[src/rtl/mem_arbiter.sv]
// mem_arbiter: round-robin N-channel arbiter onto a byte-serial RAM/IO bus
module mem_arbiter #(
  parameter int NCH = 2,
  parameter logic [NCH-1:0] FLUSH_MASK = {NCH{1'b1}},
  parameter logic [1:0] IO_BASE_HI = 2'b11
) (
  input  logic              clk,
  input  logic              rst,
  input  logic              rdy,
  input  logic              jump_flag,
  input  logic [NCH-1:0]    req_valid,
  input  logic [NCH-1:0]    req_wr,
  input  logic [NCH*32-1:0] req_addr,
  input  logic [NCH*32-1:0] req_wdata,
  input  logic [NCH*3-1:0]  req_size,
  output logic [NCH-1:0]    done,
  output logic [31:0]       rdata,
  input  logic [7:0]        mem_din,
  output logic [7:0]        mem_dout,
  output logic [31:0]       mem_a,
  output logic              mem_wr,
  input  logic              io_buffer_full
);
  localparam int CW = (NCH > 1) ? $clog2(NCH) : 1;
  typedef enum logic [1:0] {IDLE, WAIT_IO, XFER, DONE} state_t;
  state_t          r_state;
  logic [CW-1:0]   r_rr, r_ch, w_gnt;
  logic            r_wr, r_hold, w_any, w_wr, w_flush;
  logic [31:0]     r_addr, r_wdata, w_addr, w_wdata;
  logic [2:0]      r_n, r_k, w_n, w_sz;
  logic [1:0]      w_kprev, w_knext;
  logic [NCH-1:0]  w_cand;
  // a pending flush hides flushable reads from arbitration
  assign w_cand = req_valid & ~({NCH{jump_flag}} & FLUSH_MASK & ~req_wr);
  always_comb begin
    w_any = |w_cand;
    w_gnt = r_rr;
    for (int j = NCH; j >= 1; j--)
      if (w_cand[CW'((int'(r_rr) + j) % NCH)]) w_gnt = CW'((int'(r_rr) + j) % NCH);
  end
  assign w_wr    = req_wr[w_gnt];
  assign w_addr  = req_addr[32*w_gnt +: 32];
  assign w_wdata = req_wdata[32*w_gnt +: 32];
  assign w_sz    = req_size[3*w_gnt +: 3];
  assign w_n     = (w_sz == 3'd1) ? 3'd1 : (w_sz == 3'd2) ? 3'd2 : 3'd4;
  assign w_kprev = 2'(r_k - 3'd1);
  assign w_knext = 2'(r_k + 3'd1);
  assign w_flush = jump_flag & ~r_wr & FLUSH_MASK[r_ch];
  // r_hold remembers a write beat whose mem_wr was masked by rdy=0 so it is re-driven
  always_ff @(posedge clk or posedge rst) begin
    if (rst) begin
      r_state <= IDLE;
      r_rr <= '0;
      r_ch <= '0;
      r_wr <= 1'b0;
      r_hold <= 1'b0;
      r_addr <= '0;
      r_wdata <= '0;
      r_n <= '0;
      r_k <= '0;
      done <= '0;
      rdata <= '0;
      mem_a <= '0;
      mem_dout <= '0;
      mem_wr <= 1'b0;
    end else if (!rdy) begin
      mem_wr <= 1'b0;
    end else if (r_hold && !mem_wr) begin
      mem_wr <= 1'b1;
    end else begin
      done <= '0;
      case (r_state)
        IDLE: begin
          mem_a <= '0;
          mem_wr <= 1'b0;
          r_hold <= 1'b0;
          if (w_any) begin
            r_ch <= w_gnt;
            r_rr <= w_gnt;
            r_wr <= w_wr;
            r_addr <= w_addr;
            r_wdata <= w_wdata;
            r_n <= w_n;
            r_k <= '0;
            rdata <= '0;
            if (w_wr && w_addr[17:16] == IO_BASE_HI && io_buffer_full) begin
              r_state <= WAIT_IO;
            end else begin
              r_state <= XFER;
              mem_a <= w_addr;
              mem_dout <= w_wdata[7:0];
              mem_wr <= w_wr;
              r_hold <= w_wr;
            end
          end
        end
        WAIT_IO: begin
          if (!io_buffer_full) begin
            r_state <= XFER;
            mem_a <= r_addr;
            mem_dout <= r_wdata[7:0];
            mem_wr <= 1'b1;
            r_hold <= 1'b1;
          end
        end
        XFER: begin
          if (w_flush) begin
            r_state <= IDLE;
            mem_a <= '0;
            mem_wr <= 1'b0;
            r_hold <= 1'b0;
          end else if (r_wr) begin
            if (r_k == r_n - 3'd1) begin
              r_state <= DONE;
              done[r_ch] <= 1'b1;
              mem_a <= '0;
              mem_wr <= 1'b0;
              r_hold <= 1'b0;
            end else begin
              r_k <= r_k + 3'd1;
              mem_a <= r_addr + 32'(r_k) + 32'd1;
              mem_dout <= r_wdata[{w_knext, 3'b000} +: 8];
            end
          end else begin
            // read data lags its address by one cycle
            if (r_k != 3'd0) rdata[{w_kprev, 3'b000} +: 8] <= mem_din;
            if (r_k == r_n) begin
              r_state <= DONE;
              done[r_ch] <= 1'b1;
              mem_a <= '0;
            end else begin
              r_k <= r_k + 3'd1;
              mem_a <= (r_k + 3'd1 == r_n) ? 32'd0 : r_addr + 32'(r_k) + 32'd1;
            end
          end
        end
        default: r_state <= IDLE;
      endcase
    end
  end
endmodule

[config.mk]
export PLATFORM = sky130hd
export DESIGN_NAME = mem_arbiter
export DESIGN_NICKNAME = d
export VERILOG_FILES = /design/src/rtl/mem_arbiter.sv
export SDC_FILE = /design/constraint.sdc
export NUM_CORES = 1
export LEC_CHECK = 0
export CAP_MARGIN = 10
export CORE_ASPECT_RATIO = 0.8
export CORE_UTILIZATION = 45
export CTS_BUF_LIST = sky130_fd_sc_hd__clkbuf_16
export DETAILED_ROUTE_END_ITERATION = 8
export GPL_ROUTABILITY_DRIVEN = 0
export PLACE_DENSITY_LB_ADDON = 0.25
export SLEW_MARGIN = 25
export SYNTH_ARGS = -nofsm -noshare
export SYNTH_HDL_FRONTEND = slang
export SYNTH_SLANG_ARGS = --single-unit
[constraint.sdc]
create_clock -name clk -period 5.57 [get_ports clk]
set_input_delay 1.114 -clock clk [delete_from_list [all_inputs] [get_ports clk]]
set_output_delay 1.114 -clock clk [all_outputs]
set_load 0.01 [all_outputs]
Word level (Yosys, flattened, before mapping)
Index checks and enable logic that the tools add are counted.
{ "op_classes": {"addsub": 8, "multipliers": 1, "order_cmp": 5, "eq_ne": 26, "shift": 6, "mux": 63, "n_bitwise": 8, "n_reduce_logical": 19} }
{ "ops": {"columns": ["cell", "n"], "rows": [
  ["two-way mux 32 bit", 12],
  ["indexed part select 64 x 7 -> 32 bit", 2],
  ["case mux 32 bit (3 select lines)", 1],
  ["case mux 32 bit (2 select lines)", 1],
  ["two-way mux 8 bit", 6],
  ["adder 32 x 1 -> 32 bit (second input constant)", 1],
  ["adder 32 x 3 -> 32 bit", 1],
  ["bitwise mux 32 bit", 1],
  ["variable shift 8 x 7 -> 32 bit (first input constant)", 1],
  ["indexed part select 32 x 6 -> 8 bit", 1],
  ["indexed part select 8 x 7 -> 32 bit", 1],
  ["two-way mux 2 bit", 12],
  ["case mux 8 bit (3 select lines)", 1],
  ["two-way mux 3 bit", 7],
  ["two-way mux 1 bit", 18],
  ["inequality test 2 bit (second input constant)", 8],
  ["AND reduction 7 bit", 2],
  ["inequality test 3 bit (second input constant)", 4],
  ["inequality test 4 bit (second input constant)", 3],
  ["AND reduction 4 bit", 3],
  ["AND reduction 6 bit", 2],
  ["inequality test 5 bit (second input constant)", 2],
  ["== test 3 bit", 3],
  ["AND reduction 9 bit", 1],
  ["other kinds (30)", 42]
]} }
{ "word_totals": {"regBits": 150} }

Logic depth before layout (Yosys ltp)
Gate-level depths: netlist of run 1.
{ "logic_depth": {"word_depth": 17, "ltp_mapped": 12, "mapped_depth_nobuf": 10} }

Worst setup path before layout of run 1
OpenSTA, ideal clock, no wires.
{ "synth_path": {"kind": "in2reg", "start": "in jump_flag", "end": "reg mem_dout[0]", "t_arrival_ps": 2643, "required_ps": 5445, "slack_ps": 2802, "stages": 6, "n_path_buf": 0, "cell_sequence": "o21bai_1 -> a311oi_1 -> o21a_1 -> nand2_1 -> a221oi_4 -> mux2_2"} }
{ "synth_between": {"elab_chain_cells": 13, "word_cells_on_any_way": 26, "classes_between": "eq/ne: 4; shift: 2; mux: 11; bitwise: 5; reduce/logical: 4"} }
{ "synth_lines": {"columns": ["item", "line", "rtl"], "rows": [
  ["start, declared", "10", "input logic jump_flag,"],
  ["AND 2 bit", "34", "assign w_cand = req_valid & ~({NCH{jump_flag}} & FLUSH_MASK & ~req_wr);"],
  ["inverter 2 bit", "34", null],
  ["AND 2 bit", "34", null],
  ["two-way mux 1 bit (not written as such) (2 in a row)", "39", "if (w_cand[CW'((int'(r_rr) + j) % NCH)]) w_gnt = CW'((int'(r_rr) + j) % NCH);"],
  ["two-way mux 1 bit (2 in a row)", "39", null],
  ["indexed part select 64 x 7 -> 32 bit or two-way mux 1 bit (tied branches)", "42, 41", null],
  ["== test 2 bit or two-way mux 1 bit (tied branches)", "86, 41", null],
  ["logical AND 1 bit (2 in a row)", "86", "if (w_wr && w_addr[17:16] == IO_BASE_HI && io_buffer_full) begin"],
  ["inequality test 2 bit (no line)", null, null],
  ["AND reduction 9 bit (no line)", null, null],
  ["end signal, assigned", "91", "mem_dout <= w_wdata[7:0];"],
  ["end signal, assigned", "101", "mem_dout <= r_wdata[7:0];"],
  ["end signal, assigned", "122", "mem_dout <= r_wdata[{w_knext, 3'b000} +: 8];"],
  ["end, declared", "19", "output logic [7:0] mem_dout,"]
]} }
Parallel ways exist; a longest one is shown, timed or not. The select of a mux whose other input is x is not followed.
A chain may end at the register's enable or synchronous reset.

Final worst setup path of run 1
{ "layout_path": {"start": "reg r_k[0]", "end": "reg mem_a[24]"} }
{ "layout_between": {"elab_chain_cells": 7, "word_cells_on_any_way": 12, "classes_between": "add/sub: 3; eq/ne: 3; mux: 6"} }
{ "layout_lines": {"columns": ["item", "line", "rtl"], "rows": [
  ["start, declared", "30", "logic [2:0] r_n, r_k, w_n, w_sz;"],
  ["start signal, assigned", "120", "r_k <= r_k + 3'd1;"],
  ["start signal, assigned", "132", "r_k <= r_k + 3'd1;"],
  ["adder 32 x 3 -> 32 bit or adder 3 x 1 -> 3 bit (tied branches)", "121, 133", null],
  ["adder 32 x 1 -> 32 bit or == test 3 bit (tied branches)", "121, 133", null],
  ["two-way mux 32 bit", "133", "mem_a <= (r_k + 3'd1 == r_n) ? 32'd0 : r_addr + 32'(r_k) + 32'd1;"],
  ["two-way mux 32 bit", "127", "if (r_k == r_n) begin"],
  ["two-way mux 32 bit (*)", "112", "end else if (r_wr) begin"],
  ["two-way mux 32 bit (*)", "107", "if (w_flush) begin"],
  ["case mux 32 bit (3 select lines) (*)", "72", "case (r_state)"],
  ["end signal, assigned", "90", "mem_a <= w_addr;"],
  ["end signal, assigned", "121", "mem_a <= r_addr + 32'(r_k) + 32'd1;"],
  ["end signal, assigned", "133", null],
  ["end, declared", "20", "output logic [31:0] mem_a,"]
]} }
Mark *: on every way between the ends. The rest lies on a longest branch, timed or not.

==> impl_metrics.csv, run 1 <==
group,metric,value,unit
logic_synthesis,ys_seq_area_frac,0.446,
sta,rsz0062_at_grt,"false",
logic_synthesis,yosys_warnings,0,
flow_run,cap_violations,0,
die,num_io_pins,226,
detailed_routing,dr.pass1.iters,5,
logic_synthesis,syn_avg_cell_area,9.52,sq um
global_routing,grt_use_total,0.255,
place,placed_area,0.0109,sq mm
detailed_routing,viasPerCell,5.56,
worst_setup_path,cp_top_family,"flip-flops",
logic_synthesis,netlist_top_cells_area,"dfrtp_1 45%, mux2i_1 8.0%, nand2_1 6.6%",
die,rows,44,
cells_and_area,num-nets-final,1251,
detailed_routing,drt_wl_total,23700,microns
place,dp.cells,1319,
detailed_routing,drt_iter0_drc,622,
sta,post-route-min-period,3.64,ns
detailed_routing,vias,7501,
worst_setup_path,worstSetupPathType,"flip-flop to flip-flop",
power_and_ir_drop,power_density,543,mW/mm^2
detailed_routing,wl_per_cell,17.6,microns
die,core_area,0.0182,sq mm
cells_and_area,final_area,0.0115,sq mm
die,initial_core_util,0.461,
sta,fin_tns_setup,0,ns
global_routing,gr-total-overflow,0,
power_and_ir_drop,peakVddDrop,295,uV
worst_setup_path,crit_fanout,17,
logic_synthesis,yosys.area.top_type,"dfrtp_1",
clock_network,cts_root_buf,"clkbuf_16",
sta,fin_worst_skew,0.00906,ns
sta,tightest_slew,0.923,ns
worst_setup_path,arrival,3.93,ns
place,dp_worst_setup_slack,1.73,ns
clock_network,cts_setup_buffers,0,
detailed_routing,antenna_left,0,
place,port_buffers,225,
worst_setup_path,max_stage_delay,0.94,ns
sta,max_freq,275,MHz
sta,setup_ws,1.93,ns
place,hpwl,16600,microns
die,die_w,155,microns
global_routing,grt_pass1_wl,38700,microns
logic_synthesis,ys_seq_elements,150,
logic_synthesis,yosysMostFrequentCell,"dfrtp_1",
worst_setup_path,path_buf_inv,2,
logic_synthesis,synth_top_area_share,0.446,
worst_setup_path,crit_slowest_cell,"dfrtp_1",
cells_and_area,area_growth_syn_to_layout,36.8,%
detailed_routing,drc,0,
clock_network,cts_max_path_buffers,2,
logic_synthesis,synth_common_cells,"150 x dfrtp_1, 148 x nand2_1, 98 x o21ai_0",
logic_synthesis,postSynthCellCount,883,
clock_network,cts_resized,0,
sta,period_share,0.653,
power_and_ir_drop,leakage,4.83,nW
logic_synthesis,synth_cell_types,64,
clock_network,htreeDepth,4,
global_routing,grt_max_degree,98,
clock_network,cts.sink_count,150,
logic_synthesis,async_flop_share,1.00,
cells_and_area,stdcell_count,1350,
die,die-area,0.0192,sq mm
global_routing,first_global_vias,7296,
sta,setup_violations,0,
sta,slew_viol_final,0,
sta,slew_headroom,0.380,
logic_synthesis,syn_area,0.00841,sq mm
run_status,status,"complete, no violations",
die,die_h,124,microns
worst_setup_path,end_kind,"flip-flop",
logic_synthesis,synth_nets,1049,
clock_network,cts_tree,"yes",
cells_and_area,diodes,0,
worst_setup_path,path_cells,"inv_1 > ha_1 > inv_1 > fa_1 > a21oi_1 > nor4_2 > nand2_1 > xnor2_1 > a221oi_1 > a21oi_1",
clock_network,cts.clk_slew.worst_paths,0.06,ns
clock_network,clk_latency,0.42,ns
global_routing,antenna_found_initial,0,
worst_setup_path,cp.required,5.87,ns
logic_synthesis,synth_edf_count,0,
logic_synthesis,ys.flop_type,"dfrtp_1",
hold_path,min_path_type,"flip-flop to flip-flop",
worst_setup_path,critPathLaunchType,"flip-flop",
clock_network,numCtsBuffers,17,
clock_network,holdBufCountCts,0,
sta,hold_viol_final,0,
cells_and_area,drive_above_1_share,0.0738,
[flip-flops by register name (all words and copies together), names as in the netlist]
name,flops
mem_dout,8
r_ch,1
r_n,3
r_hold,1
mem_wr,1
mem_a,32
rdata,32
done,2
r_addr,32
r_k,3
r_wr,1
r_state,2
r_wdata,32
[final timing paths]
path / start / endpoint / slack, ns / cells after the start
setup / recovery: r_k[0]$_DFFE_PP0P_ / mem_a[24]$_DFFE_PP0P_ / 1.93 / 10
hold / removal: rdata[12]$_DFFE_PP0P_ / rdata[12]$_DFFE_PP0P_ / 0.48 / 2
setup reg to reg: r_k[0]$_DFFE_PP0P_ / mem_a[24]$_DFFE_PP0P_ / 1.93 / 10
hold reg to reg: rdata[12]$_DFFE_PP0P_ / rdata[12]$_DFFE_PP0P_ / 0.48 / 2
max in group asynchronous: rst / r_addr[30]$_DFFE_PP0P_ / 3.34 / 3
min in group asynchronous: rst / done[0]$_DFFE_PP0P_ / 1.21 / 2
[per-stage QoR]
stage,utilization,power [mW],hold slack [ns]
global placement,0.597,4.97,0.459
floorplan,-,3.94,0.445
global route,0.631,6.67,0.507
detailed placement,0.598,5.05,0.472
CTS,0.631,6.24,0.486
finish,0.631,6.24,0.478
[layout by cell type, fill, tap and decap left out, types with 6 or more instances in the layout]
| cell | instances |
|---|---|
| xor2_1 | 12 |
| o22a_1 | 6 |
| or3_1 | 26 |
| nand2b_1 | 6 |
| mux2_2 | 11 |
| nand3_1 | 10 |
| a221oi_1 | 31 |
| and2_1 | 6 |
| a21oi_1 | 42 |
| mux2i_1 | 67 |
| clkdlybuf4s50_1 | 225 |
| nand2_1 | 146 |
| dfrtp_1 | 150 |
| xnor2_1 | 24 |
| a22o_1 | 8 |
| nor2_1 | 45 |
| clkbuf_16 | 17 |
| inv_1 | 17 |
| ha_1 | 14 |
| o21ai_0 | 98 |
| o31ai_1 | 7 |
| nor3_1 | 8 |
| nand4_1 | 15 |
| mux4_2 | 8 |
| buf_4 | 12 |
[worst reg2reg max path, stage by stage, from the launching register on]
cell and delay, ns:
dfrtp_1 0.94, inv_1 0.34, ha_1 0.30, inv_1 0.08, fa_1 0.22, a21oi_1 0.12, nor4_2 0.75, nand2_1 0.16
xnor2_1 0.18, a221oi_1 0.31, a21oi_1 0.13
[power breakdown]
part	switching (mW)	internal, mW	leakage (nW)
Clock	0.474	0.699	0.290
Sequential	0.459	1.54	1.90
Combinational	1.63	1.44	2.64
Total	2.56	3.68	4.83
[logic make-up (layout without fill, tap and decap cells)]
logic type	count (synthesis)	after routing	synth area share
adders and majority gates	15	15	0.0232
buffers and inverters	74	288	0.0372
xor gates and xnor gates	39	39	0.0433
AOI/OAI and AO/OA	224	224	0.170
and+or+nand+nor	295	295	0.164
DFF	150	150	0.446
muxes	86	86	0.116
[routing by layer]
layer  vias up  wire, microns  track usage
met5         -              0            0
met2       281          11000        0.401
met3        30           1730       0.0557
li1       3584              -            -
met4         0            374       0.0728
met1      3606          10600        0.355
[area by class of cell]
| type | count | area (sq um) |
|---|---|---|
| clock buffer | 17 | 425 |
| clock inverter | 14 | 161 |
| fill | 1552 | 6720 |
| inverter | 18 | 72.6 |
| multi-input combinational | 659 | 4390 |
| sequential | 150 | 3750 |
| tap | 253 | 317 |
| timing repair buffer | 239 | 2380 |
No activity file was read; power rests on OpenSTA's default activity.
==> run 2, diff against run 1 <==
==> constraint.sdc (replaced) <==
create_clock -name clk -period 3.2 [get_ports clk]
set_input_delay 0.64 -clock clk [delete_from_list [all_inputs] [get_ports clk]]
set_output_delay 0.64 -clock clk [all_outputs]
set_load 0.01 [all_outputs]
==> run 2 against run 1 <==
  * Hold slack got worse by 0.0012 ns
  * Critical path type unchanged
  * Final cell count rose by 0.96%
  * Critical path depth fell by 1
  * Largest power group unchanged
  * Core utilization rose by 1.0 points
==> impl_metrics.csv, run 2 (same netlist as run 1, synthesis figures left out) <==
group,metric,value,unit
global_routing,gr-total-overflow,0,
worst_setup_path,cp.required,3.53,ns
detailed_routing,vias,7471,
cells_and_area,num-nets-final,1263,
worst_setup_path,regToRegSetupSlack,0.42,ns
flow_run,cap_violations,0,
power_and_ir_drop,leakage,4.92,nW
worst_setup_path,path_cells,"inv_1 > ha_1 > xnor2_1 > nor4_1 > or3_1 > nor3_4 > buf_4 > o21ai_1 > a31oi_1",
die,die-area,0.0192,sq mm
worst_setup_path,crit_slowest_cell,"or3_1",
clock_network,cts_max_path_buffers,2,
worst_setup_path,end_kind,"flip-flop",
clock_network,cts_tree,"yes",
hold_path,min-delay-start,"rdata[29]$_DFFE_PP0P_",
sta,slew_headroom,0.398,
global_routing,grt_max_degree,71,
die,initial_core_util,0.461,
die,die_h,124,microns
place,dp.cells,1331,
worst_setup_path,r2r_start,"r_n[0]$_DFFE_PP0P_",
cells_and_area,fillers,1522,
sta,rsz0062_at_grt,"false",
worst_setup_path,crit_fanout,26,
cells_and_area,layout_commonest_cell,"clkdlybuf4s50_1",
clock_network,holdBufCountCts,0,
detailed_routing,dr.pass1.iters,5,
detailed_routing,drt_wl_total,23100,microns
cells_and_area,stdcell_count,1363,
hold_path,whs_endpoint,"rdata[29]$_DFFE_PP0P_",
hold_path,holdPathStages,2,
worst_setup_path,cp_top_family,"simple AND/OR/NAND/NOR gates",
cells_and_area,final-seq-area,0.00375,sq mm
detailed_routing,antenna_left,0,
detailed_routing,wl_per_cell,16.9,microns
sta,fin_tns_setup,0,ns
die,core_area,0.0182,sq mm
worst_setup_path,arrival,3.11,ns
clock_network,htreeDepth,4,
global_routing,grt_use_total,0.247,
worst_setup_path,path_depth,9,
cells_and_area,area_growth_syn_to_layout,39.0,%
clock_network,cts_setup_buffers,0,
die,die_w,155,microns
clock_network,numCtsBuffers,17,
hold_path,min_path_type,"flip-flop to flip-flop",
detailed_routing,viasPerCell,5.48,
clock_network,cts.clk_slew.worst_paths,0.06,ns
clock_network,cts.sink_count,150,
power_and_ir_drop,power_density,938,mW/mm^2
power_and_ir_drop,peakVddDrop,441,uV
sta,tightest_slew,0.896,ns
sta,post-route-min-period,2.78,ns
die,rows,44,
place,port_buffers,225,
sta,fin_worst_skew,0.0116,ns
place,placed_area,0.0111,sq mm
sta,hold_viol_final,0,
clock_network,cts_resized,0,
cells_and_area,final_area,0.0117,sq mm
worst_setup_path,critPathLaunchType,"flip-flop",
sta,period_share,0.869,
worst_setup_path,reg2reg_to,"mem_a[27]$_DFFE_PP0P_",
cells_and_area,drive_above_1_share,0.0838,
sta,slew_viol_final,0,
worst_setup_path,path_buf_inv,2,
place,hpwl,16300,microns
detailed_routing,drc,0,
clock_network,clk_latency,0.42,ns
global_routing,grt_pass1_wl,37400,microns
global_routing,first_global_vias,7294,
global_routing,antenna_found_initial,0,
cells_and_area,layout_common_cells,"225 x clkdlybuf4s50_1, 150 x dfrtp_1, 148 x nand2_1, 98 x o21ai_0, 67 x mux2i_1",
cells_and_area,diodes,0,
sta,max_freq,360,MHz
worst_setup_path,worstSetupPathType,"flip-flop to flip-flop",
cells_and_area,multiInputGateArea,0.00438,sq mm
detailed_routing,drt_iter0_drc,580,
sta,setup_violations,0,
clock_network,cts_root_buf,"clkbuf_16",
worst_setup_path,max_stage_delay,0.54,ns
die,num_io_pins,226,
power_and_ir_drop,p_total,11.0,mW
run_status,status,"complete, no violations",
sta,hold_ws,0.477,ns
worst_setup_path,reg2reg_depth,9,
-- run 2: where the power goes --
part / total [mW] / internal [mW] / switching (mW)
clock: 2.06 / 1.18 / 0.879
combinational: 5.49 / 2.62 / 2.88
sequential: 3.41 / 2.69 / 0.723
-- run 2: how the worst max path moves through the flow --
stage,slack (ns),endpoint,start
after global placement,0.14,mem_dout[2]$_DFFE_PP0P_,jump_flag
after CTS,0.43,mem_a[27]$_DFFE_PP0P_,r_n[0]$_DFFE_PP0P_
final,0.42,mem_a[27]$_DFFE_PP0P_,r_n[0]$_DFFE_PP0P_
after detailed placement,0.07,mem_dout[3]$_DFFE_PP0P_,jump_flag
after floorplan,0.55,mem_a[26]$_DFFE_PP0P_,r_k[0]$_DFFE_PP0P_
after global routing,0.25,mem_a[26]$_DFFE_PP0P_,r_n[0]$_DFFE_PP0P_
-- run 2: layout make-up --
type / count / share of cell area
multi-input combinational: 659 / 0.375
sequential: 150 / 0.321
timing repair buffer: 251 / 0.219
clock buffer: 17 / 0.0364
tap: 253 / 0.0271
clock inverter: 15 / 0.0153
inverter: 18 / 0.00610
-- run 2: tightest hold or removal path, stage by stage, from the launching register on --
cell and delay, ns:
dfrtp_1 0.34, nand2_1 0.04, o21ai_0 0.06
-- run 2: per-stage QoR --
stage                     setup WS [ns]   util
final                             0.419  0.641
after global routing              0.254  0.641
after CTS                         0.433  0.641
after detailed placement         0.0658  0.608
after global placement            0.137  0.608
after floorplan                   0.547      -
-- run 2: routing by layer --
metal	vias up	wire (microns)	global-route usage
met5	-	0	0
met4	0	363	0.0687
met3	28	1650	0.0654
met2	274	10400	0.382
met1	3564	10600	0.341
li1	3605	-	-
==> run 3, diff against run 2 <==
--- a/config.mk
+++ b/config.mk
@@ -11,6 +11,7 @@
 export CTS_BUF_LIST = sky130_fd_sc_hd__clkbuf_16
 export DETAILED_ROUTE_END_ITERATION = 8
 export GPL_ROUTABILITY_DRIVEN = 0
+export HOLD_SLACK_MARGIN = 0.05
 export PLACE_DENSITY_LB_ADDON = 0.25
 export SLEW_MARGIN = 25
 export SYNTH_ARGS = -nofsm -noshare
==> results of run 3 <==
No change in the layout: final DEF, timing and power equal those of run 2.
==> RTL change 1, RTL diff (settings of run 2) <==
Change the parameter `NCH` from 2 to 1.
--- a/src/rtl/mem_arbiter.sv
+++ b/src/rtl/mem_arbiter.sv
@@ -1,6 +1,6 @@
 // mem_arbiter: round-robin N-channel arbiter onto a byte-serial RAM/IO bus
 module mem_arbiter #(
-  parameter int NCH = 2,
+  parameter int NCH = 1,
   parameter logic [NCH-1:0] FLUSH_MASK = {NCH{1'b1}},
   parameter logic [1:0] IO_BASE_HI = 2'b11
 ) (
Interface: changed (6 resized); port bits go from 226 to 156. The function was not compared with the original's and may differ.
==> RTL change 1 against run 2 <==
The flow now finishes with violations (design-rule violations). Cell count decreased by 17%. Total power decreased by 1.9%. Count of clock-buffer cells in the layout did not move. Synthesized area decreased by 5.7%. Die area decreased by 5.7%. Sequential power increased by 5%. Worst hold slack lost 57 ps. Design area is 11% lower. Sequential cell count decreased by 1. Clock skew shrank 1.7 ps. Setup slack improved by 69 ps. Routed wire length decreased by 7.9%.
==> RTL change 1: results (changes against run 2) <==
status=finished with violations (was finished, final reports clean); violated checks=design-rule violations; sequential share of cell area=0.3583 (was 0.3212); power consumption=0.01076 W (was 0.01097 W); Synth cell types=59 (was 64); Worst-Margin Slew=699.3 ps (was 896.4 ps); top post-synthesis cells by count=dfrtp_1, mux2_2, nand2_1, inv_1, a21oi_1 (was dfrtp_1, nand2_1, o21ai_0, mux2i_1, nor2_1); clock network area share=0.06049 (was 0.05172); CP arrival=3060 ps (was 3110 ps); Worst VDD drop=500.6 µV (was 440.6 µV); Max stage delay cell, worst path=a21oi_2 (was or3_1); routed length per instance=18.78 µm (was 16.91 µm); largest cells by area after synthesis=dfrtp_1, mux2_2, a221oi_1 (was dfrtp_1, mux2i_1, nand2_1); residual DRC count=2 (was 0); Fillers=1,488 (was 1,522); HP Class=in -> async (was reg -> reg); layout cells sized above 1=0.1611 (was 0.08378); largest net degree at the start of global routing=68 (was 71); FF+latch count, synth=149 (was 150); met2 wire len=9.419 mm (was 10.45 mm); Multi-In Gates=504 (was 659); vias in the first global route=6,390 (was 7,294); vias per cell=5.810 (was 5.481); fmax=368.7 MHz (was 359.6 MHz); n_taps=225 (was 253); register area share after synthesis=0.4704 (was 0.4464); R2R depth=7 (was 9); first-pass GRT wire length=34.38 mm (was 37.44 mm); bufs w/o clock=178 (was 251); final net count=990 (was 1,263); Total GRT Usage=0.2463 (was 0.2469)
-- RTL change 1: changes by cell type after synthesis, sizes merged, moves of 7 or more --
cell and delta:
a221o +9, mux2 +62, mux2i -42, nand2 -86
nor2 -8, o31ai -7, nor4 +10, clkbuf -9
or3 -27, o31a +10, xnor2 -17, o21ai -70
inv +26
-- RTL change 1: metal layers --
layer | up-vias | GRT usage
met3 | 26 | 0.05585
met1 | 3245 | 0.3592
met5 | - | 0
li1 | 3051 | -
met4 | 0 | 0.05871
met2 | 249 | 0.3695
-- RTL change 1: kinds of logic (layout without fill, tap and decap cells) --
group                    after synthesis  after routing  synth area share
AND/OR/NAND/NOR                      195            195            0.1227
flip-flops                           149            149            0.4704
buffers and inverters                 89            253           0.04688
multiplexers                         106            106            0.1580
adder cells (fa/ha/maj)               15             15           0.02463
AO/OA/AOI/OAI                        168            168            0.1517
XOR/XNOR                              20             20           0.02573
==> RTL change 2, RTL diff (settings of run 2) <==
Made on the original files. Encoding of `state_t`: now Gray code (2 bits for 4 states).
--- a/src/rtl/mem_arbiter.sv
+++ b/src/rtl/mem_arbiter.sv
@@ -22,7 +22,7 @@
   input  logic              io_buffer_full
 );
   localparam int CW = (NCH > 1) ? $clog2(NCH) : 1;
-  typedef enum logic [1:0] {IDLE, WAIT_IO, XFER, DONE} state_t;
+  typedef enum logic [1:0] {IDLE = 2'b00, WAIT_IO = 2'b01, XFER = 2'b11, DONE = 2'b10} state_t;
   state_t          r_state;
   logic [CW-1:0]   r_rr, r_ch, w_gnt;
   logic            r_wr, r_hold, w_any, w_wr, w_flush;
Behaviour: no difference found for any inputs over 4 cycles, from zero or initial values and one cycle with rst high; so few cycles prove little.
==> RTL change 2 against run 2 <==
First-iteration DRC count down 5.7%. Critical path depth down 2. Maximum frequency up 3.2%. Setup slack better by 85 ps. Total power down 7.4%. Cell count down 3.1%. Routed wire length up 0.99%. Global-route usage up 0.43 points. Design area down 0.99%. Clock skew up 2.0 ps. Synthesized area down 1.1%. Sequential cell count unchanged. Non-clock buffer count unchanged. Highest routed layer unchanged.
==> RTL change 2: results (changes against run 2) <==
status=finished, final reports clean (unchanged); final net count=1,244 (was 1,263); vias per cell=5.569 (was 5.481); root buf cell=clkbuf_16 (unchanged); vias in the first global route=6,975 (was 7,294); DR iter-0 viols=547 (was 580); register area share after synthesis=0.4512 (was 0.4464); leak pwr=4.878 nW (was 4.924 nW); Routed Wire Length=23.28 mm (was 23.05 mm); Ys Warns=0 (unchanged); CTS max path bufs=2 (unchanged); Core Region=0.01811 mm² (was 0.01822 mm²); Final Skew=13.61 ps (was 11.63 ps); placed insts=1,289 (was 1,331); largest net degree at the start of global routing=66 (was 71); Max FO, Critical Path=6 (was 26); post_cts resized=0 (unchanged); Sink Count=150 (unchanged); Sw Ratio=0.3915 (was 0.4085); HP Class=reg -> reg (unchanged); CP arrival=3070 ps (was 3110 ps); Total GRT Usage=0.2512 (was 0.2469); largest cells by area after synthesis=dfrtp_1, mux2i_1, o21ai_0 (was dfrtp_1, mux2i_1, nand2_1); layout cells sized above 1=0.08891 (was 0.08378); placed cell areas=0.01096 mm² (was 0.01108 mm²); Net Count, Synth=1,029 (was 1,049); Worst VDD drop=408.4 µV (was 440.6 µV); fin cells=1,321 (was 1,363); Post-DP HPWL=16.49 mm (was 16.28 mm); Worst-Margin Slew=893.2 ps (was 896.4 ps); Avg Inst Size Synth=9.640 µm² (was 9.524 µm²); top post-synthesis cells by count=dfrtp_1, nand2_1, o21ai_0, mux2i_1, a21oi_1 (was dfrtp_1, nand2_1, o21ai_0, mux2i_1, nor2_1)
==> RTL change 2: cell count changes after synthesis, moves of 10 or more <==
cell	run 2	this run
a21oi_1	42	53
a221oi_1	31	0
clkbuf_1	42	32
o21ai_0	98	114
o22a_1	6	22
or3_1	26	4
xnor2_1	24	10
==> RTL change 2: through the flow <==
step	setup slack (ps)	hold WS [ps]
final	504.3	473.3
after global routing	299.7	508.8
after CTS	545.2	479.0
after detailed placement	222.5	465.3
after global placement	291.0	456.9
after floorplan	671.0	444.6
==> RTL change 2: area by class of cell <==
type	count	area, µm²
fill	1495	6543
multi-input combinational	640	4283
sequential	150	3754
timing repair buffer	251	2572
clock buffer	17	425.4
tap	230	287.8
clock inverter	15	176.4
inverter	18	71.32
==> RTL change 2: kinds of logic after synthesis <==
| family | after synthesis | share of synthesized area |
|---|---|---|
| xor+xnor | 31 | 0.03444 |
| simple gates | 244 | 0.1349 |
| flops | 150 | 0.4512 |
| compound gates | 264 | 0.2011 |
| buf+inv | 73 | 0.03760 |
| fa+ha+maj | 15 | 0.02346 |
| mux | 86 | 0.1173 |
==> RTL change 2: final timing paths <==
path                        startpoint  slack, ps           to  depth (start not counted)
max reg2reg                     r_k[2]        500    mem_a[31]                          7
min                        r_wdata[22]        470  r_wdata[22]                          2
max in group asynchronous          rst       1850   r_addr[27]                          3
min in group asynchronous          rst        680  r_wdata[19]                          2
min reg2reg                r_wdata[22]        470  r_wdata[22]                          2
max                             r_k[2]        500    mem_a[31]                          7
==> RTL change 2: layer usage <==
layer / global-route usage / vias up / share of wire
li1: - / 3552 / -
met1: 0.3538 / 3517 / 0.47
met2: 0.3884 / 264 / 0.46
met3: 0.06089 / 23 / 0.066
met4: 0.06813 / 0 / 0.0098
met5: 0 / - / 0
==> RTL change 2: power groups by stage <==
stage	Combinational, W	Sequential, W	Clock (W)
4_1_cts	0.00479	0.00330	0.00209
3_3_place_gp	0.00467	0.00330	0
3_5_place_dp	0.00476	0.00332	0
5_1_grt	0.00524	0.00341	0.00217
2_1_floorplan	0.00298	0.00326	0
6_report	0.00478	0.00331	0.00206
==> RTL change 2: worst max-delay path, cell delays in order (launching register included) <==
cell      delay, ps
dfrtp_1         480
ha_1            390
a21oi_1         120
a211oi_1        550
nand2_1         260
or4_1           520
a21oi_1         170
o22a_2          150
